### src/rtl/periph_bus_arbiter_pkg.sv
// periph_bus_pkg: shared state encoding, width defaults and the round-robin pick rule
// for periph_bus_arbiter. Revision 1.0.
`default_nettype none

package periph_bus_pkg;

  localparam int DATAWIDTH_DEF = 32;
  localparam int MAX_REQ       = 8;
  localparam int MAX_PTR_W     = 3;

  typedef enum logic [1:0] {
    IDLE   = 2'd0,
    ACCESS = 2'd1,
    DONE   = 2'd2
  } arb_state_t;

  // First set bit at or above ptr, wrapping at n; scanning offsets downward lets the
  // smallest offset overwrite the result last.
  function automatic logic [MAX_PTR_W-1:0] rr_pick(input logic [MAX_REQ-1:0]   req,
                                                   input logic [MAX_PTR_W-1:0] ptr,
                                                   input int                   n);
    logic [MAX_PTR_W-1:0] win;
    int                   idx;
    win = ptr;
    for (int i = MAX_REQ - 1; i >= 0; i--) begin
      if (i < n) begin
        idx = (int'(ptr) + i) % n;
        if (req[idx]) win = idx[MAX_PTR_W-1:0];
      end
    end
    return win;
  endfunction

endpackage

`default_nettype wire

### src/rtl/periph_bus_arbiter_picker.sv
// periph_rr_picker: combinational round-robin priority encoder over NUM_REQ requests.
// Revision 1.0.
`default_nettype none

module periph_rr_picker
  import periph_bus_pkg::*;
#(
  parameter int NUM_REQ = 2,
  parameter int PTR_W   = 1
) (
  input  logic [NUM_REQ-1:0] req,
  input  logic [PTR_W-1:0]   ptr,
  output logic [PTR_W-1:0]   grant,
  output logic               any_req
);

  logic [MAX_REQ-1:0]   req_ext;
  logic [MAX_PTR_W-1:0] ptr_ext;
  logic [MAX_PTR_W-1:0] pick;

  always_comb begin
    req_ext                = '0;
    req_ext[NUM_REQ-1:0]   = req;
    ptr_ext                = '0;
    ptr_ext[PTR_W-1:0]     = ptr;
    pick                   = rr_pick(req_ext, ptr_ext, NUM_REQ);
    grant                  = pick[PTR_W-1:0];
    any_req                = |req;
  end

endmodule

`default_nettype wire

### src/rtl/periph_bus_arbiter.sv
// periph_bus_arbiter: round-robin share of one core register port between NUM_REQ masters.
// Optional macro PERIPH_BUS_ARBITER_LOCK_EN adds req_lock for atomic sequences. Revision 1.0.
`default_nettype none

module periph_bus_arbiter
  import periph_bus_pkg::*;
#(
  parameter int NUM_REQ      = 2,
  parameter int REGS         = 3,
  parameter int ADDRESSWIDTH = (REGS > 1) ? $clog2(REGS) : 1,
  parameter int DATAWIDTH    = DATAWIDTH_DEF
) (
  input  logic                           clk,
  input  logic                           reset,
  input  logic [NUM_REQ-1:0]             req,
  input  logic [NUM_REQ-1:0]             req_we,
  input  logic [NUM_REQ*ADDRESSWIDTH-1:0] req_addr,
  input  logic [NUM_REQ*DATAWIDTH-1:0]   req_wdata,
`ifdef PERIPH_BUS_ARBITER_LOCK_EN
  input  logic [NUM_REQ-1:0]             req_lock,
`endif
  output logic [NUM_REQ-1:0]             ack,
  output logic [NUM_REQ-1:0]             err,
  output logic [DATAWIDTH-1:0]           rdata,
  output logic [DATAWIDTH-1:0]           core_data_in,
  output logic [REGS-1:0]                core_write_en,
  output logic [REGS-1:0]                core_read_en,
  input  logic [REGS*DATAWIDTH-1:0]      core_data_out
);

  localparam int PTR_W = (NUM_REQ > 1) ? $clog2(NUM_REQ) : 1;
  // One extra bit so REGS itself is representable for the range compare.
  localparam logic [ADDRESSWIDTH:0] REGS_LIM = (ADDRESSWIDTH + 1)'(REGS);

  logic [ADDRESSWIDTH-1:0] addr_arr  [NUM_REQ];
  logic [DATAWIDTH-1:0]    wdata_arr [NUM_REQ];
  logic [DATAWIDTH-1:0]    dout_arr  [REGS];

  for (genvar g = 0; g < NUM_REQ; g++) begin : g_req_unpack
    assign addr_arr[g]  = req_addr[g*ADDRESSWIDTH +: ADDRESSWIDTH];
    assign wdata_arr[g] = req_wdata[g*DATAWIDTH +: DATAWIDTH];
  end

  for (genvar g = 0; g < REGS; g++) begin : g_reg_unpack
    assign dout_arr[g] = core_data_out[g*DATAWIDTH +: DATAWIDTH];
  end

  arb_state_t              state_q, state_d;
  logic [PTR_W-1:0]        rr_ptr_q, rr_ptr_d;
  logic [PTR_W-1:0]        win_q, win_d;
  logic                    we_q, we_d;
  logic [ADDRESSWIDTH-1:0] addr_q, addr_d;
  logic                    bad_q, bad_d;
  logic [DATAWIDTH-1:0]    rdata_q, rdata_d;
  logic [DATAWIDTH-1:0]    data_in_q, data_in_d;
  logic [NUM_REQ-1:0]      ack_q, ack_d;
  logic [NUM_REQ-1:0]      err_q, err_d;
  logic [REGS-1:0]         wen_q, wen_d;
  logic [REGS-1:0]         ren_q, ren_d;
`ifdef PERIPH_BUS_ARBITER_LOCK_EN
  logic                    lock_q, lock_d;
`endif

  logic [PTR_W-1:0] rr_grant;
  logic             rr_any;
  logic [PTR_W-1:0] sel;
  logic             go;
  logic             addr_ok;

  periph_rr_picker #(
    .NUM_REQ (NUM_REQ),
    .PTR_W   (PTR_W)
  ) u_picker (
    .req     (req),
    .ptr     (rr_ptr_q),
    .grant   (rr_grant),
    .any_req (rr_any)
  );

  always_comb begin
    state_d   = state_q;
    rr_ptr_d  = rr_ptr_q;
    win_d     = win_q;
    we_d      = we_q;
    addr_d    = addr_q;
    bad_d     = bad_q;
    rdata_d   = rdata_q;
    data_in_d = data_in_q;
    ack_d     = '0;
    err_d     = '0;
    wen_d     = '0;
    ren_d     = '0;
    sel       = '0;
    go        = 1'b0;
    addr_ok   = 1'b0;
`ifdef PERIPH_BUS_ARBITER_LOCK_EN
    lock_d    = lock_q;
`endif
    case (state_q)
      IDLE: begin
`ifdef PERIPH_BUS_ARBITER_LOCK_EN
        if (lock_q && req[win_q] && req_lock[win_q]) begin
          sel = win_q;
          go  = 1'b1;
        end else begin
          lock_d = 1'b0;
          sel    = rr_grant;
          go     = rr_any;
        end
`else
        sel = rr_grant;
        go  = rr_any;
`endif
        if (go) begin
          win_d     = sel;
          we_d      = req_we[sel];
          addr_d    = addr_arr[sel];
          data_in_d = wdata_arr[sel];
          addr_ok   = {1'b0, addr_arr[sel]} < REGS_LIM;
          bad_d     = !addr_ok;
          // Strobes are registered here so they are high exactly during ACCESS.
          for (int r = 0; r < REGS; r++) begin
            if (addr_ok && (addr_arr[sel] == r[ADDRESSWIDTH-1:0])) begin
              wen_d[r] = req_we[sel];
              ren_d[r] = !req_we[sel];
            end
          end
          state_d = ACCESS;
        end
      end
      ACCESS: begin
        if (bad_q)      rdata_d = '0;
        else if (!we_q) rdata_d = dout_arr[addr_q];
        ack_d[win_q] = 1'b1;
        err_d[win_q] = bad_q;
        state_d      = DONE;
      end
      DONE: begin
`ifdef PERIPH_BUS_ARBITER_LOCK_EN
        lock_d = req_lock[win_q];
        if (!req_lock[win_q])
          rr_ptr_d = (win_q == PTR_W'(NUM_REQ - 1)) ? '0 : win_q + 1'b1;
`else
        rr_ptr_d = (win_q == PTR_W'(NUM_REQ - 1)) ? '0 : win_q + 1'b1;
`endif
        state_d = IDLE;
      end
      default: state_d = IDLE;
    endcase
  end

  always_ff @(posedge clk) begin
    if (!reset) begin
      state_q   <= IDLE;
      rr_ptr_q  <= '0;
      win_q     <= '0;
      we_q      <= 1'b0;
      addr_q    <= '0;
      bad_q     <= 1'b0;
      rdata_q   <= '0;
      data_in_q <= '0;
      ack_q     <= '0;
      err_q     <= '0;
      wen_q     <= '0;
      ren_q     <= '0;
`ifdef PERIPH_BUS_ARBITER_LOCK_EN
      lock_q    <= 1'b0;
`endif
    end else begin
      state_q   <= state_d;
      rr_ptr_q  <= rr_ptr_d;
      win_q     <= win_d;
      we_q      <= we_d;
      addr_q    <= addr_d;
      bad_q     <= bad_d;
      rdata_q   <= rdata_d;
      data_in_q <= data_in_d;
      ack_q     <= ack_d;
      err_q     <= err_d;
      wen_q     <= wen_d;
      ren_q     <= ren_d;
`ifdef PERIPH_BUS_ARBITER_LOCK_EN
      lock_q    <= lock_d;
`endif
    end
  end

  assign ack           = ack_q;
  assign err           = err_q;
  assign rdata         = rdata_q;
  assign core_data_in  = data_in_q;
  assign core_write_en = wen_q;
  assign core_read_en  = ren_q;

endmodule

`default_nettype wire

### config.mk
export PLATFORM = sky130hd
export DESIGN_NAME = periph_bus_arbiter
export DESIGN_NICKNAME = d
export VERILOG_FILES = /design/src/rtl/periph_bus_arbiter_pkg.sv /design/src/rtl/periph_bus_arbiter_picker.sv /design/src/rtl/periph_bus_arbiter.sv
export SDC_FILE = /design/constraint.sdc
export NUM_CORES = 1
export LEC_CHECK = 0
export BUFFER_PORTS_ARGS = -buffer_cell sky130_fd_sc_hd__buf_2
export CAP_MARGIN = 0
export CORE_ASPECT_RATIO = 1.25
export CORE_MARGIN = 5
export CORE_UTILIZATION = 43
export CTS_CLUSTER_DIAMETER = 200
export CTS_CLUSTER_SIZE = 12
export DETAILED_ROUTE_END_ITERATION = 12
export MAX_ROUTING_LAYER = met4
export PLACE_DENSITY = 0.88
export SYNTH_ARGS = -nofsm -noshare
export SYNTH_HDL_FRONTEND = slang
export SYNTH_SLANG_ARGS = --single-unit
### constraint.sdc
create_clock -name clk -period 1.69 [get_ports clk]
set_input_delay 0.2535 -clock clk [delete_from_list [all_inputs] [get_ports clk]]
set_output_delay 0.2535 -clock clk [all_outputs]
set_load 0.01 [all_outputs]
# After elaboration in Yosys (flattened, before gate mapping)
# Index checks and enable logic that the tools add are counted.
# word_totals
word_cells,76
register_bits,82
# classes
order_cmp,8
n_eq_ne,6
n_mux,25
n_reduce_logical,15
bitwise,4
add_sub_neg,2
# ops
op,n
$mux W32,7
$bmux W32 S2,1
$reduce_and A4 Y1,3
$mux W1,10
$mux W2,4
$reduce_and A2 Y1,3
$lt A2 B5 Y1 const B,1
$eq A2 B1 Y1 const B,2
$eq A2 B2 Y1 const B,2
$logic_and A1 B1 Y1,4
$logic_not A2 Y1,2
$lt A1 B2 Y1 const B,2
$lt A1 B4 Y1 const B,1
$pmux W2 S2,1
$ge A3 B3 Y1 const B,1
$not A2 Y3,1
$add A1 B1 Y1 const B,2
$and A2 B2 Y2,1
$bmux W1 S2,1
$ge A2 B2 Y1 const B,1
$logic_not A1 Y1,2
$lt A2 B2 Y1 const B,1
$ne A2 B1 Y1 const B,1
$ne A2 B2 Y1 const B,1
5 further kinds,5

# Depth between registers and ports, before layout
# Gate-level depths: netlist (run 1).
# depth
depth_word,14
ltp_mapped,7

# Cells and area by module
# Synthesis (run 1) repeated with hierarchy kept, for this count alone.
# unflattened
cells_unflattened,355
area_unflattened_um2,3742.3
# modules_own_cells
mod,seq_area_each_um2,instances,area_per_inst_um2,cells_each
periph_bus_arbiter,1641.6,1,3721.1,352
periph_rr_picker,0.0,1,21.3,3

# Worst setup path before layout (run 1)
# OpenSTA, ideal clock, no wires.
# synth_timing
kind,register to register
from,reg state_q[1]
to,reg data_in_q[10] (netlist: core_data_in[10])
slack_ns,0.332
period_less_slack_ns,1.358
path_stages_with_launch,6
setup_time_ns,0.132
arrival_ns,1.226
path_buffers,2
required_time_ns,1.558
path_cell_list,dfxtp_1 -> nor2_1 -> o21a_1 -> clkbuf_1 -> clkbuf_1 -> a21oi_1
# synth_between
elab_chain_cells,2
# synth_rtl
item,line,text
"start, declared",periph_bus_arbiter.sv:48,"arb_state_t state_q, state_d;"
"start signal, assigned",periph_bus_arbiter.sv:170,state_q <= state_d;
$logic_not A2 Y1,periph_bus_arbiter.sv:99,case (state_q)
$reduce_and A2 Y1 (no source line),n/a,
"end signal, assigned",periph_bus_arbiter.sv:177,data_in_q <= data_in_d;
"end, declared",periph_bus_arbiter.sv:55,"logic [DATAWIDTH-1:0] data_in_q, data_in_d;"
# Every way passes these cells.
# A chain may end at the register's enable or synchronous reset.

# Worst setup path in the final report (run 1)
# layout_timing
from,reg addr_q[0]
to,reg rdata_q[27] (netlist: rdata[27])
# layout_between
elab_chain_cells,6
# layout_rtl
item,line,text
"start, declared",periph_bus_arbiter.sv:52,"logic [ADDRESSWIDTH-1:0] addr_q, addr_d;"
"start signal, assigned",periph_bus_arbiter.sv:174,addr_q <= addr_d;
$not A2 Y3 (implied by the code),periph_bus_arbiter.sv:133,else if (!we_q) rdata_d = dout_arr[addr_q];
$bmux W32 S2,periph_bus_arbiter.sv:133,
$mux W32 (implied by the code) (2 in series),periph_bus_arbiter.sv:133,
$mux W32,periph_bus_arbiter.sv:133,
$mux W32,periph_bus_arbiter.sv:132,if (bad_q) rdata_d = '0;
"end signal, assigned",periph_bus_arbiter.sv:176,rdata_q <= rdata_d;
"end, declared",periph_bus_arbiter.sv:54,"logic [DATAWIDTH-1:0] rdata_q, rdata_d;"
# Every way passes these cells. The select of a mux whose other input is x is not followed.

==> results.json, run 1 <==
{
  "power.switching_mw": 1.40,
  "status": "finished clean",
  "path_depth": 5,
  "p_int_mw": 3.43,
  "critPathSlowestCell": "buf_4",
  "fp.dieW_um": 94.3,
  "synthMuxAreaShare_pct": 17.3,
  "synthesis.nets": 565,
  "wl_per_cell_um": 15.9,
  "total_power_mw": 4.83,
  "p_per_area_nw_per_um2": 901,
  "rsz0062_at_grt": "false",
  "max_stage_delay_ns": 0.46,
  "clockBufferDepth": 2,
  "critPathCaptureType": "flop",
  "drv_slew": 0,
  "path_delay_family": "buffers and inverters",
  "ys_ff_latch": 82,
  "drive_gt1_share_pct": 44.2,
  "crit_required_ns": 1.92,
  "r2r_setup_slack_ns": 0.05,
  "drv_cap": 0,
  "port_buffers": 243,
  "fmax_mhz": 610,
  "grt_max_degree": 65,
  "skew_ns": 0.00955,
  "synth-compound-area-share_pct": 25.4,
  "cts_setup_buffers": 0,
  "drt_first_pass_iters": 4,
  "grt_overflow": 0,
  "crit_fanout": 33,
  "viasPerCell": 5.14,
  "htreeDepth": 3,
  "drtAntennaViolNets": 0,
  "crit_chain": "buf_4 -> mux2i_1 -> o2bb2ai_1 -> a22oi_1 -> nor2b_1",
  "drt_wl_total_mm": 11.9,
  "diodes": 0,
  "synthXorXnorAreaFrac_pct": 0,
  "synthToLayoutAreaGrowth_pct": 40.2,
  "setup_violations": 0,
  "synth_fa_ha_area_share_pct": 0,
  "hold_depth": 3,
  "start_util_pct": 43.9,
  "finalCriticalPeriod_ns": 1.64,
  "critPathBufInv": 1,
  "seq_area_frac_synth_pct": 43.0,
  "synth.distinct_cells": 29,
  "cts.sinks": 82,
  "worst_pin_slew_ns": 0.764,
  "reg2reg_depth": 5,
  "dpl.hpwl_mm": 9.21,
  "synth.top_cell.area_share_pct": 43.0,
  "ys_warn_count": 0,
  "leakagePower_nw": 2.44,
  "finalNetCount": 791,
  "critPathKind": "flop to flop",
  "swShare_pct": 28.9,
  "p_comb_share_pct": 25.2,
  "synth_top_family_by_area": "compound AO/OA/AOI/OAI gates",
  "synth-simple-area-share_pct": 9.08,
  "cts_tree": "built",
  "cts_resized": 1,
  "drtIter0Drc": 179,
  "die_h_um": 115,
  "holdBufCountCts": 0,
  "numCtsBuffers": 9,
  "p_clk_share_pct": 29.6,
  "synth_area_leader_cell": "dfxtp_1",
  "avgSynthCellArea_um2": 9.67,
  "grt_usage_pct": 21.9,
  "arrival_ns": 1.87,
  "clkLatencyLatePin_ns": 0.35,
  "grt_pass1_wl_mm": 18.2,
  "vias": 3829,
  "post-route-period-util_pct": 97.0,
  "antenna_found_initial": 0,
  "fin_hold_ws_ns": 0.195,
  "synthCells": 395,
  "grt_pass1_vias": 3847,
  "start_kind": "flop",
  "relSlewSlack_pct": 49.0,
  "finalHoldViolations": 0,
  "io_pins": 244,
  "gp_congestion": 0.758,
  "drc_errors": 0,
  "ir_drop_v": 0.000603,
  "path_clk_slew_ns": 0.08,
  "cts_root_buf": "clkbuf_8",
  "hp-class": "primary input to flop",
  "power_frac_seq_pct": 45.2,
  "die_area_um2": 10900,
  "rows": 38,
  "synth_area_leaders": "dfxtp_1, mux2i_1, o2bb2ai_1, a22oi_1, nor2b_1",
  "core-area_um2": 8700,
  "synth_area_um2": 3820
}
==> final cells by class <==
type	count	area, um2
fillers	756	3350
clock inverters	4	51.3
repair buffers	253	1340
well taps	120	150
clock buffers	11	151
flip-flops and latches	82	1640
multi-input cells	270	2000
inverters	5	18.8
==> state kept, by name, indices dropped and copies added, names as in the netlist <==
name,flops
rr_ptr_q,1
win_q,1
core_write_en,3
core_read_en,3
ack,2
err,2
addr_q,2
bad_q,1
state_q,2
we_q,1
rdata,32
core_data_in,32
==> layer usage <==
metal	part of all wire, %	wire (um)	track usage, %
met4	1.7	199	8.48
met5	0	0	-
met1	39	4580	23.7
met2	50	5910	37.5
met3	9.9	1180	6.81
==> worst reg2reg max path: stages (launching register included) <==
cell	delay (ns)
dfxtp_2	0.36
buf_4	0.46
mux2i_1	0.35
o2bb2ai_1	0.11
a22oi_1	0.17
nor2b_1	0.07
==> synthesized netlist by cell type, drive strengths merged <==
library cell,instances
a21boi,4
a21oi,32
a22oi,32
and2,2
and3,2
buf,16
clkbuf,22
dfxtp,82
inv,5
mux2,1
mux2i,65
nand2,6
nand2b,1
nand3,1
nor2,1
nor2b,36
nor3b,1
nor4,6
o211ai,4
o21a,4
o21ai,37
o22ai,1
o2bb2ai,32
o31ai,1
or3,1
==> cells by family (layout without fill, tap and decap cells) <==
family,after synthesis,after routing
muxes,66,66
DFF,82,82
and+or+nand+nor,57,57
buffers and inverters,43,273
AOI/OAI and AO/OA,147,147
==> per-stage QoR <==
step | setup TNS, ns | cells | utilization (%) | cell area (um2) | setup slack, ns
floorplan | 0 | 395 | - | 3820 | 0.332
global placement | -2.15 | 730 | 59.1 | 5150 | -0.0855
detailed placement | -3.90 | 730 | 59.1 | 5150 | -0.163
CTS | 0 | 745 | 61.5 | 5350 | 0.0574
global route | 0 | 745 | 61.5 | 5350 | 0.00827
finish | 0 | 745 | 61.5 | 5350 | 0.0501
==> worst paths after layout <==
kind / start / to
setup / recovery: addr_q[0] / rdata[27]
hold / removal: req_wdata[30] / core_data_in[30]
setup reg to reg: addr_q[0] / rdata[27]
hold reg to reg: win_q / ack[0]
==> layout by cell type, fill, tap and decap left out, types with 11 or more instances in the layout <==
cell,synthesis,final
o2bb2ai_1,32,32
a21oi_1,32,32
buf_2,12,243
dfxtp_1,82,81
o21ai_0,36,36
mux2i_1,65,65
clkbuf_8,0,11
nor2b_1,35,34
a22oi_1,32,32
==> power groups by stage <==
| stage | clock, mW | combinational (mW) | sequential (mW) |
|---|---|---|---|
| floorplan | 0 | 0.641 | 2.29 |
| global placement | 0 | 1.18 | 2.22 |
| detailed placement | 0 | 1.22 | 2.23 |
| CTS | 1.48 | 1.23 | 2.18 |
| global route | 1.58 | 1.34 | 2.21 |
| finish | 1.43 | 1.22 | 2.18 |
No activity file was read; power rests on OpenSTA's default activity.
==> inputs of run 2 (changes only) <==
Settings changed: PLACE_DENSITY 0.88 to unset, PLACE_DENSITY_LB_ADDON set to 0.08.
==> results.json, run 2 (synthesis gave the netlist of run 1 again) <==
{
  "fp.dieW_um": 94.3,
  "port_buffers": 243,
  "p_comb_share_pct": 23.8,
  "setup_tns_ns": 0,
  "finalHoldViolations": 0,
  "die_area_um2": 10900,
  "p_per_area_nw_per_um2": 939,
  "placedCellCount": 733,
  "skew_ns": 0.00912,
  "dpl.hpwl_mm": 8.52,
  "drt_first_pass_iters": 4,
  "drive_gt1_share_pct": 44.4,
  "viasPerCell": 5.03,
  "finalCriticalPeriod_ns": 1.47,
  "rows": 38,
  "critPathCaptureType": "flop",
  "numCtsBuffers": 9,
  "status": "finished clean",
  "drtIter0Drc": 81,
  "rsz0062_at_grt": "false",
  "final_cell_count_no_fill": 748,
  "layout_commonest_cell": "buf_2",
  "drv_cap": 0,
  "core-area_um2": 8700,
  "drt_wl_total_mm": 11.1,
  "finalNetCount": 794,
  "die_h_um": 115,
  "post-route-period-util_pct": 86.8,
  "relSlewSlack_pct": 67.0,
  "final_cell_mix": "buf_2, dfxtp_1, mux2i_1, o21ai_0, nor2b_1",
  "gp_congestion": 0.807,
  "diodes": 0,
  "worst_pin_slew_ns": 0.490,
  "cts_setup_buffers": 0,
  "grt_pass1_vias": 3773,
  "p_int_mw": 3.70,
  "register_area_um2": 1640,
  "arrival_ns": 1.74,
  "clockBufferDepth": 2,
  "grt_usage_pct": 20.5,
  "crit_chain": "nor2b_2 -> buf_12 -> o2bb2ai_1 -> a22oi_1 -> nor2b_1",
  "drc_errors": 0,
  "fin_hold_ws_ns": 0.186,
  "htreeDepth": 3,
  "fmax_mhz": 682,
  "wl_per_cell_um": 14.9,
  "cts_resized": 0,
  "cts_root_buf": "clkbuf_8",
  "drtAntennaViolNets": 0,
  "fillers": 784,
  "synthToLayoutAreaGrowth_pct": 42.3,
  "grt_overflow": 0,
  "grt_max_degree": 49,
  "p_clk_share_pct": 33.3,
  "pre_cts_slack_ns": 0.173,
  "path_delay_family": "simple AND/OR/NAND/NOR gates",
  "timing.final.ws_setup_ns": 0.223,
  "swShare_pct": 27.5,
  "setup_violations": 0,
  "path_clk_slew_ns": 0.08,
  "cts.sinks": 82,
  "leakagePower_nw": 2.48,
  "ir_drop_v": 0.000590,
  "power_frac_seq_pct": 42.9,
  "antenna_found_initial": 0,
  "crit_fanout": 25,
  "io_pins": 244,
  "multi_input_area_um2": 1990,
  "vias": 3765,
  "hp-class": "primary input to flop",
  "drv_slew": 0,
  "start_util_pct": 43.9,
  "final_util_pct": 62.5,
  "max_stage_delay_ns": 0.42,
  "clkLatencyLatePin_ns": 0.35,
  "holdBufCountCts": 0,
  "critPathKind": "flop to flop",
  "critPathSlowestCell": "dfxtp_2",
  "start_kind": "flop",
  "grt_pass1_wl_mm": 17.3,
  "cts_tree": "built",
  "crit_required_ns": 1.97,
  "power.switching_mw": 1.40,
  "critPathBufInv": 1
}
-- run 2: path summary, 6_finish.rpt --
path	to	cells past startpoint	from	slack [ns]
min reg2reg	ack[0]	1	win_q	0.51
min	core_data_in[17]	3	req_wdata[17]	0.19
max	rdata[16]	5	addr_q[0]	0.22
max reg2reg	rdata[16]	5	addr_q[0]	0.22
-- run 2: power groups by stage --
| stage | clock network [mW] | logic, mW | registers, mW |
|---|---|---|---|
| floorplan | 0 | 0.641 | 2.29 |
| global placement | 0 | 1.21 | 2.23 |
| detailed placement | 0 | 1.23 | 2.23 |
| CTS | 1.75 | 1.23 | 2.19 |
| global route | 1.80 | 1.35 | 2.21 |
| finish | 1.70 | 1.21 | 2.19 |
-- run 2: metal layers --
| layer | vias up | wire, um | GRT usage (%) |
|---|---|---|---|
| li1 | 1920 | - | - |
| met1 | 1651 | 4430 | 22.5 |
| met2 | 174 | 5300 | 34.4 |
| met3 | 20 | 1100 | 5.24 |
| met4 | 0 | 295 | 9.73 |
| met5 | - | 0 | - |
-- run 2: final cells by class --
type	instances	share of cell area [%]
clock buffer	10	2.53
clock inverter	5	1.89
inverter	5	0.345
multi-input combinational	270	36.7
sequential	82	30.2
tap	120	2.76
timing repair buffer	256	25.6
-- run 2: worst min-delay path, delay by kind of cell --
| family | cells | cell delay [ns] |
|---|---|---|
| AOI/OAI and AO/OA | 1 | 0.12 |
| muxes | 1 | 0.05 |
| buffers and inverters | 1 | 0.07 |
-- run 2: stage by stage --
| stage | cell area, um2 | power [mW] |
|---|---|---|
| 2_1_floorplan | 3820 | 2.93 |
| 3_3_place_gp | 5190 | 3.44 |
| 3_5_place_dp | 5190 | 3.46 |
| 4_1_cts | 5430 | 5.17 |
| 5_1_grt | 5430 | 5.36 |
| 6_report | 5430 | 5.11 |
